**src/rtl/oled_pkg.sv**
```systemverilog
// Shared types and SSD1306 command constants for the OLED SPI controller.
package oled_pkg;

   typedef enum logic [3:0] {
      ST_PRE_RESET,
      ST_RESET_LOW,
      ST_POST_RESET,
      ST_INIT,
      ST_CLEAR,
      ST_IDLE,
      ST_HOST_CMD,
      ST_WINDOW,
      ST_DRAW
   } state_e;

   localparam logic [7:0] CMD_DISP_OFF    = 8'hAE;
   localparam logic [7:0] CMD_DISP_ON     = 8'hAF;
   localparam logic [7:0] CMD_ADDR_MODE   = 8'h20;
   localparam logic [7:0] CMD_HORIZ_MODE  = 8'h00;
   localparam logic [7:0] CMD_CONTRAST    = 8'h81;
   localparam logic [7:0] CONTRAST_VAL    = 8'h7F;
   localparam logic [7:0] CMD_RESUME_RAM  = 8'hA4;
   localparam logic [7:0] CMD_NORMAL      = 8'hA6;
   localparam logic [7:0] CMD_CHARGE_PUMP = 8'h8D;
   localparam logic [7:0] CMD_CHARGE_EN   = 8'h14;
   localparam logic [7:0] CMD_COL_ADDR    = 8'h21;
   localparam logic [7:0] CMD_PAGE_ADDR   = 8'h22;

   localparam int INIT_LEN = 10;

   // Element 0 is sent first.
   localparam logic [INIT_LEN-1:0][7:0] INIT_ROM = {
      CMD_DISP_ON, CMD_CHARGE_EN, CMD_CHARGE_PUMP, CMD_RESUME_RAM, CMD_NORMAL,
      CONTRAST_VAL, CMD_CONTRAST, CMD_HORIZ_MODE, CMD_ADDR_MODE, CMD_DISP_OFF
   };

endpackage

```
**src/rtl/oled_spi_ctrl_if.sv**
```systemverilog
// Panel, framebuffer and host-command signals of the OLED controller.
// master = controller side, slave = panel/framebuffer/host side.
interface oled_spi_ctrl_if #(parameter int FB_AW = 10);
   logic             sclk;
   logic             sdin;
   logic             res_n;
   logic             dc;
   logic             cs_n;
   logic [FB_AW-1:0] fb_rd_addr;
   logic [7:0]       fb_rd_data;
   logic             frame_req;
   logic             frame_done;
   logic             cmd_valid;
   logic [7:0]       cmd_byte;
   logic             cmd_ready;
   logic             busy;

   modport master (
      output sclk, sdin, res_n, dc, cs_n, fb_rd_addr, frame_done, cmd_ready, busy,
      input  fb_rd_data, frame_req, cmd_valid, cmd_byte
   );

   modport slave (
      input  sclk, sdin, res_n, dc, cs_n, fb_rd_addr, frame_done, cmd_ready, busy,
      output fb_rd_data, frame_req, cmd_valid, cmd_byte
   );
endinterface

```
**src/rtl/oled_spi_ctrl_spi_byte_tx.sv**
```systemverilog
// One SPI mode-0 byte, MSB first: 16 half-periods of CLK_DIV clocks with
// cs_n low, then cs_n high for one cycle while done pulses.
module spi_byte_tx #(
   parameter int CLK_DIV = 1
) (
   input  logic       clk,
   input  logic       reset,
   input  logic       start_i,
   input  logic [7:0] byte_i,
   input  logic       dc_i,
   output logic       sclk_o,
   output logic       sdin_o,
   output logic       cs_n_o,
   output logic       dc_o,
   output logic       done_o
);
   localparam int DW = (CLK_DIV > 1) ? $clog2(CLK_DIV) : 1;

   logic          active_q;
   logic [DW-1:0] div_q;
   logic [3:0]    ph_q;
   logic [7:0]    sh_q;
   logic          sclk_q, sdin_q, cs_n_q, dc_q, done_q;

   always_ff @(posedge clk) begin
      if (reset) begin
         active_q <= 1'b0;
         div_q    <= '0;
         ph_q     <= '0;
         sh_q     <= '0;
         sclk_q   <= 1'b0;
         sdin_q   <= 1'b0;
         cs_n_q   <= 1'b1;
         dc_q     <= 1'b0;
         done_q   <= 1'b0;
      end else begin
         done_q <= 1'b0;
         if (!active_q) begin
            if (start_i) begin
               active_q <= 1'b1;
               div_q    <= '0;
               ph_q     <= '0;
               sh_q     <= byte_i;
               sdin_q   <= byte_i[7];
               cs_n_q   <= 1'b0;
               dc_q     <= dc_i;
            end
         end else if (div_q == DW'(CLK_DIV - 1)) begin
            div_q <= '0;
            ph_q  <= ph_q + 4'd1;
            if (!ph_q[0]) begin
               sclk_q <= 1'b1;
            end else begin
               sclk_q <= 1'b0;
               // Final falling edge closes the byte; data shifts on the others.
               if (ph_q == 4'hF) begin
                  active_q <= 1'b0;
                  cs_n_q   <= 1'b1;
                  done_q   <= 1'b1;
               end else begin
                  sdin_q <= sh_q[6];
                  sh_q   <= {sh_q[6:0], 1'b0};
               end
            end
         end else begin
            div_q <= div_q + 1'b1;
         end
      end
   end

   assign sclk_o = sclk_q;
   assign sdin_o = sdin_q;
   assign cs_n_o = cs_n_q;
   assign dc_o   = dc_q;
   assign done_o = done_q;
endmodule

```
**src/rtl/oled_spi_ctrl.sv**
```systemverilog
// SSD1306 OLED controller: power-up reset, init, clear, framebuffer refresh
// and host command injection. OLED_ADDR_WINDOW_EN resends the address window per frame.
module oled_spi_ctrl
   import oled_pkg::*;
#(
   parameter int DISPLAY_WIDTH  = 128,
   parameter int DISPLAY_HEIGHT = 64,
   parameter int CLK_DIV        = 1,
   parameter int STARTUP_DELAY  = 10000000,
   parameter int FRAME_DELAY    = 270000,
   parameter int FB_AW          = $clog2(DISPLAY_WIDTH * (DISPLAY_HEIGHT / 8))
) (
   input  logic             clk,
   input  logic             reset,
   oled_spi_ctrl_if.master  bus
);
   localparam int PAGES = DISPLAY_HEIGHT / 8;
   localparam int IW    = FB_AW + 1;
   localparam logic [IW-1:0] NB = IW'(DISPLAY_WIDTH * PAGES);

   state_e           state_q, state_d, nxt;
   logic [31:0]      cnt_q, cnt_d;
   logic [31:0]      timer_q, timer_d;
   logic [IW-1:0]    idx_q, idx_d, limit;
   logic [FB_AW-1:0] addr_q, addr_d;
   logic [7:0]       cmd_q, cmd_d;
   logic             pend_q, pend_d;
   logic             fdone_q, fdone_d;
   logic             inflight_q, inflight_d;
   logic             sending, timer_hit;
   logic             tx_start, tx_dc, tx_done;
   logic [7:0]       tx_byte;
   logic             tx_sclk, tx_sdin, tx_cs_n, tx_dc_o;

   always_ff @(posedge clk) begin
      if (reset) begin
         state_q    <= ST_PRE_RESET;
         cnt_q      <= '0;
         timer_q    <= '0;
         idx_q      <= '0;
         addr_q     <= '0;
         cmd_q      <= '0;
         pend_q     <= 1'b0;
         fdone_q    <= 1'b0;
         inflight_q <= 1'b0;
      end else begin
         state_q    <= state_d;
         cnt_q      <= cnt_d;
         timer_q    <= timer_d;
         idx_q      <= idx_d;
         addr_q     <= addr_d;
         cmd_q      <= cmd_d;
         pend_q     <= pend_d;
         fdone_q    <= fdone_d;
         inflight_q <= inflight_d;
      end
   end

   always_comb begin
      state_d    = state_q;
      cnt_d      = cnt_q;
      timer_d    = timer_q;
      idx_d      = idx_q;
      addr_d     = addr_q;
      cmd_d      = cmd_q;
      pend_d     = pend_q | bus.frame_req;
      fdone_d    = 1'b0;
      inflight_d = inflight_q;
      sending    = 1'b0;
      timer_hit  = 1'b0;
      limit      = '0;
      nxt        = ST_IDLE;
      tx_byte    = 8'h00;
      tx_dc      = 1'b0;
      tx_start   = 1'b0;

      case (state_q)
         ST_PRE_RESET, ST_RESET_LOW, ST_POST_RESET: begin
            cnt_d = cnt_q + 32'd1;
            if (cnt_q == 32'(STARTUP_DELAY - 1)) begin
               cnt_d   = '0;
               state_d = (state_q == ST_PRE_RESET) ? ST_RESET_LOW :
                         (state_q == ST_RESET_LOW) ? ST_POST_RESET : ST_INIT;
            end
         end
         ST_INIT: begin
            sending = 1'b1;
            limit   = IW'(INIT_LEN);
            nxt     = ST_CLEAR;
            tx_byte = (idx_q < IW'(INIT_LEN)) ? INIT_ROM[idx_q[3:0]] : 8'h00;
         end
         ST_CLEAR: begin
            sending = 1'b1;
            limit   = NB;
            nxt     = ST_IDLE;
            tx_dc   = 1'b1;
         end
         ST_IDLE: begin
            if (FRAME_DELAY != 0) begin
               timer_d = timer_q + 32'd1;
               if (timer_q == 32'(FRAME_DELAY - 1)) begin
                  timer_hit = 1'b1;
                  timer_d   = '0;
               end
            end
            // A host command goes first; any refresh trigger stays pending.
            if (bus.cmd_valid) begin
               cmd_d   = bus.cmd_byte;
               pend_d  = pend_q | bus.frame_req | timer_hit;
               state_d = ST_HOST_CMD;
            end else if (pend_q || bus.frame_req || timer_hit) begin
               pend_d  = 1'b0;
`ifdef OLED_ADDR_WINDOW_EN
               state_d = ST_WINDOW;
`else
               state_d = ST_DRAW;
`endif
            end
         end
         ST_HOST_CMD: begin
            sending = 1'b1;
            limit   = IW'(1);
            nxt     = ST_IDLE;
            tx_byte = cmd_q;
         end
         ST_WINDOW: begin
            sending = 1'b1;
            limit   = IW'(6);
            nxt     = ST_DRAW;
            case (idx_q[2:0])
               3'd0:    tx_byte = CMD_COL_ADDR;
               3'd2:    tx_byte = 8'(DISPLAY_WIDTH - 1);
               3'd3:    tx_byte = CMD_PAGE_ADDR;
               3'd5:    tx_byte = 8'(PAGES - 1);
               default: tx_byte = 8'h00;
            endcase
         end
         ST_DRAW: begin
            sending = 1'b1;
            limit   = NB;
            nxt     = ST_IDLE;
            tx_dc   = 1'b1;
            tx_byte = bus.fb_rd_data;
         end
         default: state_d = ST_PRE_RESET;
      endcase

      // The next byte starts in the cs_n-high gap cycle of the previous one.
      if (sending) begin
         tx_start = (!inflight_q || tx_done) && (idx_q < limit);
         if (tx_start) begin
            idx_d = idx_q + 1'b1;
            if (state_q == ST_DRAW)
               addr_d = (idx_q + 1'b1 == NB) ? '0 : FB_AW'(idx_q + 1'b1);
         end
         if (tx_done && idx_q == limit) begin
            idx_d   = '0;
            state_d = nxt;
            fdone_d = (state_q == ST_DRAW);
            if (state_q == ST_DRAW) addr_d = '0;
         end
      end

      if (tx_start)     inflight_d = 1'b1;
      else if (tx_done) inflight_d = 1'b0;
   end

   spi_byte_tx #(.CLK_DIV(CLK_DIV)) u_tx (
      .clk    (clk),
      .reset  (reset),
      .start_i(tx_start),
      .byte_i (tx_byte),
      .dc_i   (tx_dc),
      .sclk_o (tx_sclk),
      .sdin_o (tx_sdin),
      .cs_n_o (tx_cs_n),
      .dc_o   (tx_dc_o),
      .done_o (tx_done)
   );

   assign bus.sclk       = tx_sclk;
   assign bus.sdin       = tx_sdin;
   assign bus.cs_n       = tx_cs_n;
   assign bus.dc         = tx_dc_o;
   assign bus.res_n      = (state_q != ST_RESET_LOW);
   assign bus.fb_rd_addr = addr_q;
   assign bus.frame_done = fdone_q;
   assign bus.cmd_ready  = (state_q == ST_IDLE);
   assign bus.busy       = (state_q != ST_IDLE);
endmodule

```
**src/flat_wrapper.sv**
```systemverilog
// flat-port wrapper written by rule: the top's interface ports become plain ports
module oled_spi_ctrl_flat import oled_pkg::*;
#(
   parameter int DISPLAY_WIDTH  = 128,
   parameter int DISPLAY_HEIGHT = 64,
   parameter int CLK_DIV        = 1,
   parameter int STARTUP_DELAY  = 10000000,
   parameter int FRAME_DELAY    = 270000,
   parameter int FB_AW          = $clog2(DISPLAY_WIDTH * (DISPLAY_HEIGHT / 8))
)
  (clk, reset, bus_sclk, bus_sdin, bus_res_n, bus_dc, bus_cs_n, bus_fb_rd_addr, bus_frame_done, bus_cmd_ready, bus_busy, bus_fb_rd_data, bus_frame_req, bus_cmd_valid, bus_cmd_byte);
  oled_spi_ctrl_if #(.FB_AW(FB_AW)) bus_i ();
  input  logic clk;
  input  logic reset;
  output wire logic [$bits(bus_i.sclk)-1:0] bus_sclk;
  output wire logic [$bits(bus_i.sdin)-1:0] bus_sdin;
  output wire logic [$bits(bus_i.res_n)-1:0] bus_res_n;
  output wire logic [$bits(bus_i.dc)-1:0] bus_dc;
  output wire logic [$bits(bus_i.cs_n)-1:0] bus_cs_n;
  output wire logic [$bits(bus_i.fb_rd_addr)-1:0] bus_fb_rd_addr;
  output wire logic [$bits(bus_i.frame_done)-1:0] bus_frame_done;
  output wire logic [$bits(bus_i.cmd_ready)-1:0] bus_cmd_ready;
  output wire logic [$bits(bus_i.busy)-1:0] bus_busy;
  input wire logic [$bits(bus_i.fb_rd_data)-1:0] bus_fb_rd_data;
  input wire logic [$bits(bus_i.frame_req)-1:0] bus_frame_req;
  input wire logic [$bits(bus_i.cmd_valid)-1:0] bus_cmd_valid;
  input wire logic [$bits(bus_i.cmd_byte)-1:0] bus_cmd_byte;
  assign bus_sclk = bus_i.sclk;
  assign bus_sdin = bus_i.sdin;
  assign bus_res_n = bus_i.res_n;
  assign bus_dc = bus_i.dc;
  assign bus_cs_n = bus_i.cs_n;
  assign bus_fb_rd_addr = bus_i.fb_rd_addr;
  assign bus_frame_done = bus_i.frame_done;
  assign bus_cmd_ready = bus_i.cmd_ready;
  assign bus_busy = bus_i.busy;
  assign bus_i.fb_rd_data = bus_fb_rd_data;
  assign bus_i.frame_req = bus_frame_req;
  assign bus_i.cmd_valid = bus_cmd_valid;
  assign bus_i.cmd_byte = bus_cmd_byte;
  oled_spi_ctrl #(.DISPLAY_WIDTH(DISPLAY_WIDTH), .DISPLAY_HEIGHT(DISPLAY_HEIGHT), .CLK_DIV(CLK_DIV), .STARTUP_DELAY(STARTUP_DELAY), .FRAME_DELAY(FRAME_DELAY), .FB_AW(FB_AW)) u_core (.clk(clk), .reset(reset), .bus(bus_i));
endmodule
```
**config.mk**
```make
export PLATFORM = sky130hd
export DESIGN_NAME = oled_spi_ctrl_flat
export DESIGN_NICKNAME = d
export VERILOG_FILES = /design/src/rtl/oled_pkg.sv /design/src/rtl/oled_spi_ctrl_if.sv /design/src/rtl/oled_spi_ctrl_spi_byte_tx.sv /design/src/rtl/oled_spi_ctrl.sv /design/src/flat_wrapper.sv
export SDC_FILE = /design/constraint.sdc
export NUM_CORES = 1
export LEC_CHECK = 0
export ABC_AREA = 1
export CORE_AREA = 2 2 110 112
export DETAILED_ROUTE_END_ITERATION = 16
export DIE_AREA = 0 0 112 114
export PLACE_DENSITY = 0.91
export SETUP_SLACK_MARGIN = 0.3
export SLEW_MARGIN = 20
export SYNTH_ARGS = -nofsm -noshare
export SYNTH_HDL_FRONTEND = slang
export SYNTH_SLANG_ARGS = --single-unit
```
**constraint.sdc**
```tcl
create_clock -name clk -period 4.05 [get_ports clk]
set_input_delay 0.405 -clock clk [delete_from_list [all_inputs] [get_ports clk]]
set_output_delay 0.405 -clock clk [all_outputs]
set_load 0.01 [all_outputs]
```
After elaboration in Yosys (flattened, before gate mapping)
Memory sizes are Yosys's and may differ from the RTL's. A register that Yosys moved wholly into a read port is not among the register bits.
Cells that the tools add are included.
- memories kept: 1
- bits in read-only memories: 128
- bits in registers: 118
- bits of input ports: 20
- word-level logic and storage cells: 141
- output and inout port bits: 18
- add/sub/neg operators: 5
- equality and inequality tests: 22
- bitwise operators: 7
- reductions and logical operators: 23
- magnitude comparators: 3
- mux-type cells: 62
- memory list (name ; words ; bits a word ; read ports ; clocked after memory_dff ; write ports ; RTL line ; text):
    (no name shown) ; 16 ; 8 ; 1 ; 1 ; 0 ; oled_spi_ctrl.sv:90 ; tx_byte = (idx_q < IW'(INIT_LEN)) ? INIT_ROM[idx_q[3:0]] : 8'h00;
- operators with widths (kind ; count):
    $add A32 B1 Y32 const B ; 2
    $mux W32 ; 2
    $mux W10 ; 5
    $mux W4 ; 11
    $pmux W11 S4 ; 1
    $mux W7 ; 5
    $eq A32 B19 Y1 const B ; 1
    $eq A32 B24 Y1 const B ; 1
    $pmux W8 S4 ; 1
    $mux W1 ; 30
    $pmux W7 S4 ; 1
    $mux W11 ; 2
    $eq A4 B3 Y1 const B ; 4
    $mux W8 ; 2
    $pmux W4 S3 ; 1
    $add A11 B1 Y11 const B ; 1
    $eq A11 B11 Y1 ; 1
    $eq A11 B11 Y1 const B ; 1
    $lt A11 B11 Y1 ; 1
    $lt A11 B4 Y1 const B ; 1
    $reduce_and A2 Y1 ; 5
    $eq A4 B2 Y1 const B ; 2
    $eq A4 B4 Y1 const B ; 2
    $pmux W4 S2 ; 1
    23 further kinds ; 38

Logic depth before layout (Yosys ltp)
Gate-level depths: netlist (run 1).
- word-level depth: 9
- gate-level depth with buffers: 22

Hierarchy
A second synthesis (run 1) with hierarchy kept.
- cell total of the unflattened synthesis: 1115
- area, all modules: 7300.8 µm²
- modules (own cells, without submodules) (module ; times used ; area each (µm²) ; cells an instance):
    oled_spi_ctrl ; 1 ; 6475.0 ; 1001
    spi_byte_tx ; 1 ; 825.8 ; 114

Least setup slack after synthesis (run 1)
No wires, ideal clock.
- kind: register to register
- from: register u_core.state_q[2]
- to: register with a tool-made name
- library setup time: 114 ps
- path buffers: 1
- data arrival time: 2543 ps
- required time: 3936 ps
- slack: 1393 ps
- cell stages (with the launch flop): 20
- clock period less this slack: 2657 ps
- cells stage by stage: dfxtp_1 > nand2_2 > nor2_1 > inv_1 > ha_1 > nand2_1 > nand2_1 > nand2_1 > nand2_1 > nor2_1 > nand3_2 > buf_6 > nand2_2 > nand2_1 > nand2_1 > nand2_1 > ha_1 > nand3_1 > nand3_1 > nand2_1
- RTL lines (element ; RTL line ; text):
    from (decl) ; oled_spi_ctrl.sv:21 ; state_e state_q, state_d, nxt;
    from (signal assigned) ; oled_spi_ctrl.sv:47 ; state_q <= state_d;

==> flow_metrics.tcl, run 1 <==
set metrics [dict create \
    via_count 7622 \
    initial_core_util_pct 62.5 \
    placementRows 40 \
    coreArea_um2 11700 \
    grtUsageTotal_pct 30.6 \
    syn_to_final_growth_pct 14.0 \
    rsz0062_at_grt "false" \
    grt_max_degree 65 \
    cp-end-kind "register" \
    min_period_ns 3.24 \
    ctsResizeCount 0 \
    postCtsHoldBufs 0 \
    met1_usage_pct 38.5 \
    status "finished clean" \
    avgSynthCellArea_um2 6.46 \
    synth_fp_nets 1171 \
    skew_ns 0.00876 \
    antenna_found_initial 0 \
    fillers 948 \
    drt_wl_total_um 19000 \
    rr_startpoint "u_core.state_q[2]$_SDFF_PP0_" \
    die_w_um 112 \
    p_seq_share_pct 43.6 \
    clockPowerShare_pct 54.5 \
    port_buffers 37 \
    crit_fanout 11 \
    grt_pass1_wl_um 32300 \
    post_drt_wl_per_cell_um 14.4 \
    yosys.area.top_type "dfxtp_1" \
    clkLatencyLatePin_ns 0.43 \
    hold_violations 0 \
    use_met2_pct 50.8 \
    grt_util_met3_pct 6.22 \
    ff2ff_path_depth 16 \
    grt_busiest_layer "met2" \
    drive_above_1_share_pct 6.22 \
    power.density_nw_per_um2 340 \
    die-area_um2 12800 \
    maxCapViolCount 0 \
    synth_cell_types 47 \
    hold_ws_ns 0.450 \
    synthCells 1134 \
    postRouteAntennaNets 0 \
    path_clk_slew_ns 0.06 \
    die-height_um 114 \
    final_common_cell "nand2_1" \
    final_nets 1198 \
    first_pass_iters 5 \
    cts_buffers 17 \
    async_reset_ff_share_pct 0 \
    worst_slew_pin_slew_ns 0.763 \
    synth_edf_count 0 \
    root_buffer "clkbuf_16" \
    grt_pass1_vias 7115 \
    globalplace.congestion 0.985 \
    sw_frac_of_total_pct 21.7 \
    whs_path_depth 2 \
    min_to "u_core.cmd_q[2]$_SDFFE_PP0P_" \
    seq_area_frac_synth_pct 34.2 \
    synthTopCellsByArea "dfxtp_1, nand2_1, nor2_1" \
    slew_violations 0 \
    drt-initial-drc-count 670 \
    gr-total-overflow 0 \
    layout_common_cells "nand2_1, nor2_1, inv_1" \
    synth_warnings 0 \
    ir_worst_vdd_v 0.000292 \
    power_frac_comb_pct 1.9 \
    hold_class "reg -> reg" \
    cts_tree "built" \
    synth_top_flop_cell "dfxtp_1" \
    startpoint_type "register" \
    worstSetupPathType "reg -> reg" \
    max_slew_margin_pct 49.2 \
    power_switching_w 0.000616 \
    internal_power_w 0.00222 \
    leakage_nw 3.24 \
    hpwlAfterDp_um 13400 \
    crit_required_ns 4.37 \
    cts_max_level 4 \
    hold_path_startpoint "u_core.cmd_q[2]$_SDFFE_PP0P_" \
    r2r_slack_ns 0.81 \
    ys_ff_latch 125 \
    post-route-period-util_pct 80.0 \
    post-route-drc-count 0 \
    setup_viol 0 \
    viasPerCell 5.77 \
    synth.top_cell.area_share_pct 34.2 \
    cp.arrival_ns 3.56 \
    clock.fmax_mhz 309 \
    tns_ns 0 \
    synth_area_um2 7320 \
    postCtsSetupBuffers 0 \
    cts_buffer_depth 2 \
    insertedDiodeCount 0 \
    io-pin-count 38 \
    cts_sinks 125 \
]
power groups by stage:
| stage | clock, W | combinational (W) | sequential, W |
|---|---|---|---|
| finish | 0.00154 | 0.0000550 | 0.00124 |
| detailed placement | 0 | 0.0000534 | 0.00126 |
| floorplan | 0 | 0.0000260 | 0.00126 |
| global route | 0.00161 | 0.0000595 | 0.00124 |
| global placement | 0 | 0.0000529 | 0.00126 |
| CTS | 0.00155 | 0.0000538 | 0.00124 |
cells in the mapped netlist (2+ instances only):
master,n
xnor2_1,2
nand3_2,2
inv_1,126
or2_2,4
buf_2,6
nor3_1,51
buf_6,2
nand3b_1,10
xor2_1,15
dfxtp_1,125
nand4_1,43
nor2_4,3
nand3_1,88
inv_2,6
o21ai_1,3
o21bai_1,2
mux2i_1,4
o21ai_2,3
nor2_1,140
a21oi_2,2
ha_1,17
a21oi_1,77
nor4_1,17
o21ai_0,32
nor2_2,3
and3_1,2
nor3b_1,6
nand2_1,296
clkbuf_1,23
nand2_2,7
cell type report:
type	count	area (um^2)	share of cell area (%)
inverters	132	495	5.94
clock buffers	17	425	5.10
repair buffers	40	388	4.65
flip-flops and latches	125	2500	30.0
multi-input cells	845	4180	50.1
clock inverters	14	173	2.07
well taps	147	184	2.20
cells by family after synthesis:
| kind of cell | count (synthesis) | share of synthesized area (%) |
|---|---|---|
| buffers and inverters | 164 | 8.72 |
| and+or+nand+nor | 680 | 42.1 |
| muxes | 4 | 0.547 |
| DFF | 125 | 34.2 |
| adders and majority gates | 17 | 2.91 |
| AOI/OAI and AO/OA | 127 | 9.50 |
| xor gates and xnor gates | 17 | 2.03 |
routing by layer:
layer,wire length (um),vias up
met5,0,-
met4,665,0
met3,1420,67
met2,8980,347
met1,7890,3421
li1,-,3787
worst max-delay path by stage:
stage                                  from  endpoint  slack [ns]  cells past startpoint
2_1_floorplan  u_core.state_q[2]$_SDFF_PP0_  register        1.39                     19
3_3_place_gp   u_core.state_q[2]$_SDFF_PP0_  register        1.05                     18
3_5_place_dp   u_core.state_q[2]$_SDFF_PP0_  register        0.92                     18
4_1_cts        u_core.state_q[2]$_SDFF_PP0_  register        0.88                     18
5_1_grt        u_core.state_q[2]$_SDFF_PP0_  register        0.50                     18
6_report       u_core.state_q[2]$_SDFF_PP0_  register        0.81                     16
critical path: stages, from the launching register on:
cell and delay, ns:
dfxtp_1 0.43, nand2_2 0.16, nor2_1 0.31, inv_1 0.13, ha_1 0.32, nand2_1 0.13, nor3_1 0.07, nor2_1 0.17
nand3_2 0.27, nand2_2 0.25, nand2_1 0.07, nand2_1 0.10, nand2_1 0.12, ha_1 0.35, nand3_1 0.11, nand3_1 0.11
nand2_1 0.05
through the flow:
| stage | instances | area [um^2] | utilization [%] | setup slack, ns | power [W] |
|---|---|---|---|---|---|
| after CTS | 1320 | 8350 | 71.3 | 0.879 | 0.00284 |
| final | 1320 | 8350 | 71.3 | 0.809 | 0.00283 |
| after global routing | 1320 | 8350 | 71.3 | 0.499 | 0.00290 |
| after floorplan | 1134 | 7320 | - | 1.39 | 0.00129 |
| after global placement | 1289 | 7750 | 66.2 | 1.05 | 0.00131 |
| after detailed placement | 1289 | 7750 | 66.2 | 0.915 | 0.00132 |
Note: power is estimated with default switching activity, not from simulation.
==> run 2: changes to the inputs <==
--- a/config.mk
+++ b/config.mk
@@ -6,10 +6,10 @@
 export NUM_CORES = 1
 export LEC_CHECK = 0
 export ABC_AREA = 1
-export CORE_AREA = 2 2 110 112
+export CORE_AREA = 2 2 113 115
 export DETAILED_ROUTE_END_ITERATION = 16
-export DIE_AREA = 0 0 112 114
-export PLACE_DENSITY = 0.91
+export DIE_AREA = 0 0 115 117
+export PLACE_DENSITY = 0.87
 export SETUP_SLACK_MARGIN = 0.3
 export SLEW_MARGIN = 20
 export SYNTH_ARGS = -nofsm -noshare
==> constraint.sdc (replaced) <==
create_clock -name clk -period 3.35 [get_ports clk]
set_input_delay 0.335 -clock clk [delete_from_list [all_inputs] [get_ports clk]]
set_output_delay 0.335 -clock clk [all_outputs]
set_load 0.01 [all_outputs]
==> run 2 against run 1 <==
  * Non-clock buffer count is 6 higher
  * Global-route usage fell by 1.3 points
  * Core utilization decreased by 2.9 points
  * First-iteration DRC count increased by 5.7%
  * Cell area rose by 0.82%
  * Highest routed layer unchanged
  * Largest cell class unchanged
  * Register-to-register slack worse by 0.29 ns
  * Via count rose by 0.47%
  * Worst hold slack gained 0.0020 ns
==> flow_metrics.tcl, run 2 (synthesized netlist as in run 1, its figures left out) <==
set metrics [dict create \
    via_count 7658 \
    post-route-drc-count 0 \
    root_buffer "clkbuf_16" \
    post-route-period-util_pct 84.4 \
    hpwlAfterDp_um 13300 \
    slew_violations 0 \
    fillers 1011 \
    grt_pass1_wl_um 31600 \
    cts_tree "built" \
    first_pass_iters 6 \
    status "finished clean" \
    drt_wl_total_um 19200 \
    ir_worst_vdd_v 0.000366 \
    cp-end-kind "register" \
    hold_ws_ns 0.452 \
    power_frac_comb_pct 2.0 \
    crit_fanout 7 \
    grt_pass1_vias 6802 \
    clockPowerShare_pct 52.4 \
    cts_max_level 4 \
    path_clk_slew_ns 0.06 \
    antenna_found_initial 0 \
    insertedDiodeCount 0 \
    cts_sinks 125 \
    startpoint_type "register" \
    maxCapViolCount 0 \
    rsz0062_at_grt "false" \
    drt-initial-drc-count 708 \
    power_switching_w 0.000745 \
    final_common_cell "nand2_1" \
    worstSetupPathType "reg -> reg" \
    globalplace.congestion 0.971 \
    cts_buffer_depth 2 \
    skew_ns 0.0126 \
    max_slew_margin_pct 51.2 \
    tns_ns 0 \
    io-pin-count 38 \
    grt_max_degree 65 \
    grtUsageTotal_pct 29.3 \
    sw_frac_of_total_pct 22.7 \
    viasPerCell 5.76 \
    crit_required_ns 3.67 \
    power.density_nw_per_um2 389 \
    worst_slew_pin_slew_ns 0.732 \
    coreArea_um2 12300 \
    initial_core_util_pct 59.5 \
    postRouteAntennaNets 0 \
    syn_to_final_growth_pct 15.0 \
    die_w_um 115 \
    cts_buffers 17 \
    p_seq_share_pct 45.6 \
    die-area_um2 13500 \
    layout_common_cells "nand2_1, nor2_1, inv_1" \
    hold_class "reg -> reg" \
    hold_violations 0 \
    clkLatencyLatePin_ns 0.43 \
    internal_power_w 0.00253 \
    clock.fmax_mhz 354 \
    final_nets 1204 \
    post_drt_wl_per_cell_um 14.4 \
    gr-total-overflow 0 \
    port_buffers 37 \
    setup_viol 0 \
    min_period_ns 2.83 \
    drive_above_1_share_pct 7.89 \
    die-height_um 117 \
    leakage_nw 3.26 \
    placementRows 41 \
    cp.arrival_ns 3.15 \
]
[run 2: final cells by class]
| cell class | instances | area [um^2] | share of cell area (%) |
|---|---|---|---|
| clock inverters | 14 | 123 | 1.46 |
| inverters | 132 | 495 | 5.89 |
| clock buffers | 17 | 425 | 5.05 |
| multi-input cells | 845 | 4250 | 50.4 |
| flip-flops and latches | 125 | 2510 | 29.8 |
| well taps | 150 | 188 | 2.23 |
| repair buffers | 46 | 433 | 5.14 |
[run 2: metrics by stage]
step / cell area, um^2 / setup WS, ns / std cells / utilization (%) / total power (W)
CTS: 8320 / 0.353 / 1324 / 67.6 / 0.00329
global route: 8420 / 0.294 / 1329 / 68.4 / 0.00336
finish: 8420 / 0.521 / 1329 / 68.4 / 0.00328
global placement: 7760 / 0.347 / 1293 / 63.0 / 0.00159
detailed placement: 7760 / 0.236 / 1293 / 63.0 / 0.00159
floorplan: 7320 / 0.693 / 1134 / - / 0.00156
[run 2: critical path, cell delays in order (launching register included)]
cell and delay [ns]:
dfxtp_2 0.39, inv_1 0.08, nor2_2 0.16, o21ai_4 0.10
ha_1 0.32, nand2_1 0.14, inv_1 0.08, nand2_1 0.06
nand2_1 0.06, nor2_2 0.15, nand3_4 0.15, buf_4 0.18
nand2_1 0.06, nand4_2 0.21, ha_4 0.35, nand3_1 0.09
nand3_1 0.11, nand2_1 0.05
[run 2: final timing paths]
kind         depth (start not counted)                          from  slack (ns)                      endpoint
max                                 17  u_core.state_q[2]$_SDFF_PP0_        0.52                      register
min                                  2  u_core.cmd_q[1]$_SDFFE_PP0P_        0.45  u_core.cmd_q[1]$_SDFFE_PP0P_
min reg2reg                          2  u_core.cmd_q[1]$_SDFFE_PP0P_        0.45  u_core.cmd_q[1]$_SDFFE_PP0P_
max reg2reg                         17  u_core.state_q[2]$_SDFF_PP0_        0.52                      register
[run 2: routing by layer]
metal / GRT usage, % / vias up / part of all wire (%)
met5: 0 / - / 0
met4: 12.0 / 0 / 3.4
met3: 6.08 / 73 / 7.4
met2: 48.6 / 381 / 46
met1: 37.4 / 3412 / 43
li1: - / 3792 / -
[run 2: power by group through the flow]
stage | Clock (W) | Combinational, W | Sequential, W
floorplan | 0 | 0.0000314 | 0.00152
global placement | 0 | 0.0000641 | 0.00153
detailed placement | 0 | 0.0000644 | 0.00153
CTS | 0.00173 | 0.0000647 | 0.00149
global route | 0.00180 | 0.0000713 | 0.00149
finish | 0.00172 | 0.0000659 | 0.00149
[run 2: timing repair]
action | 4_1_cts | 5_1_grt
endpoints found under the setup margin | 5 | 8
hold buffers | 0 | 0
buffers inserted | 0 | 5
gates resized for setup | 2 | 17
cloned | 0 | 0
pin swaps | 0 | 2
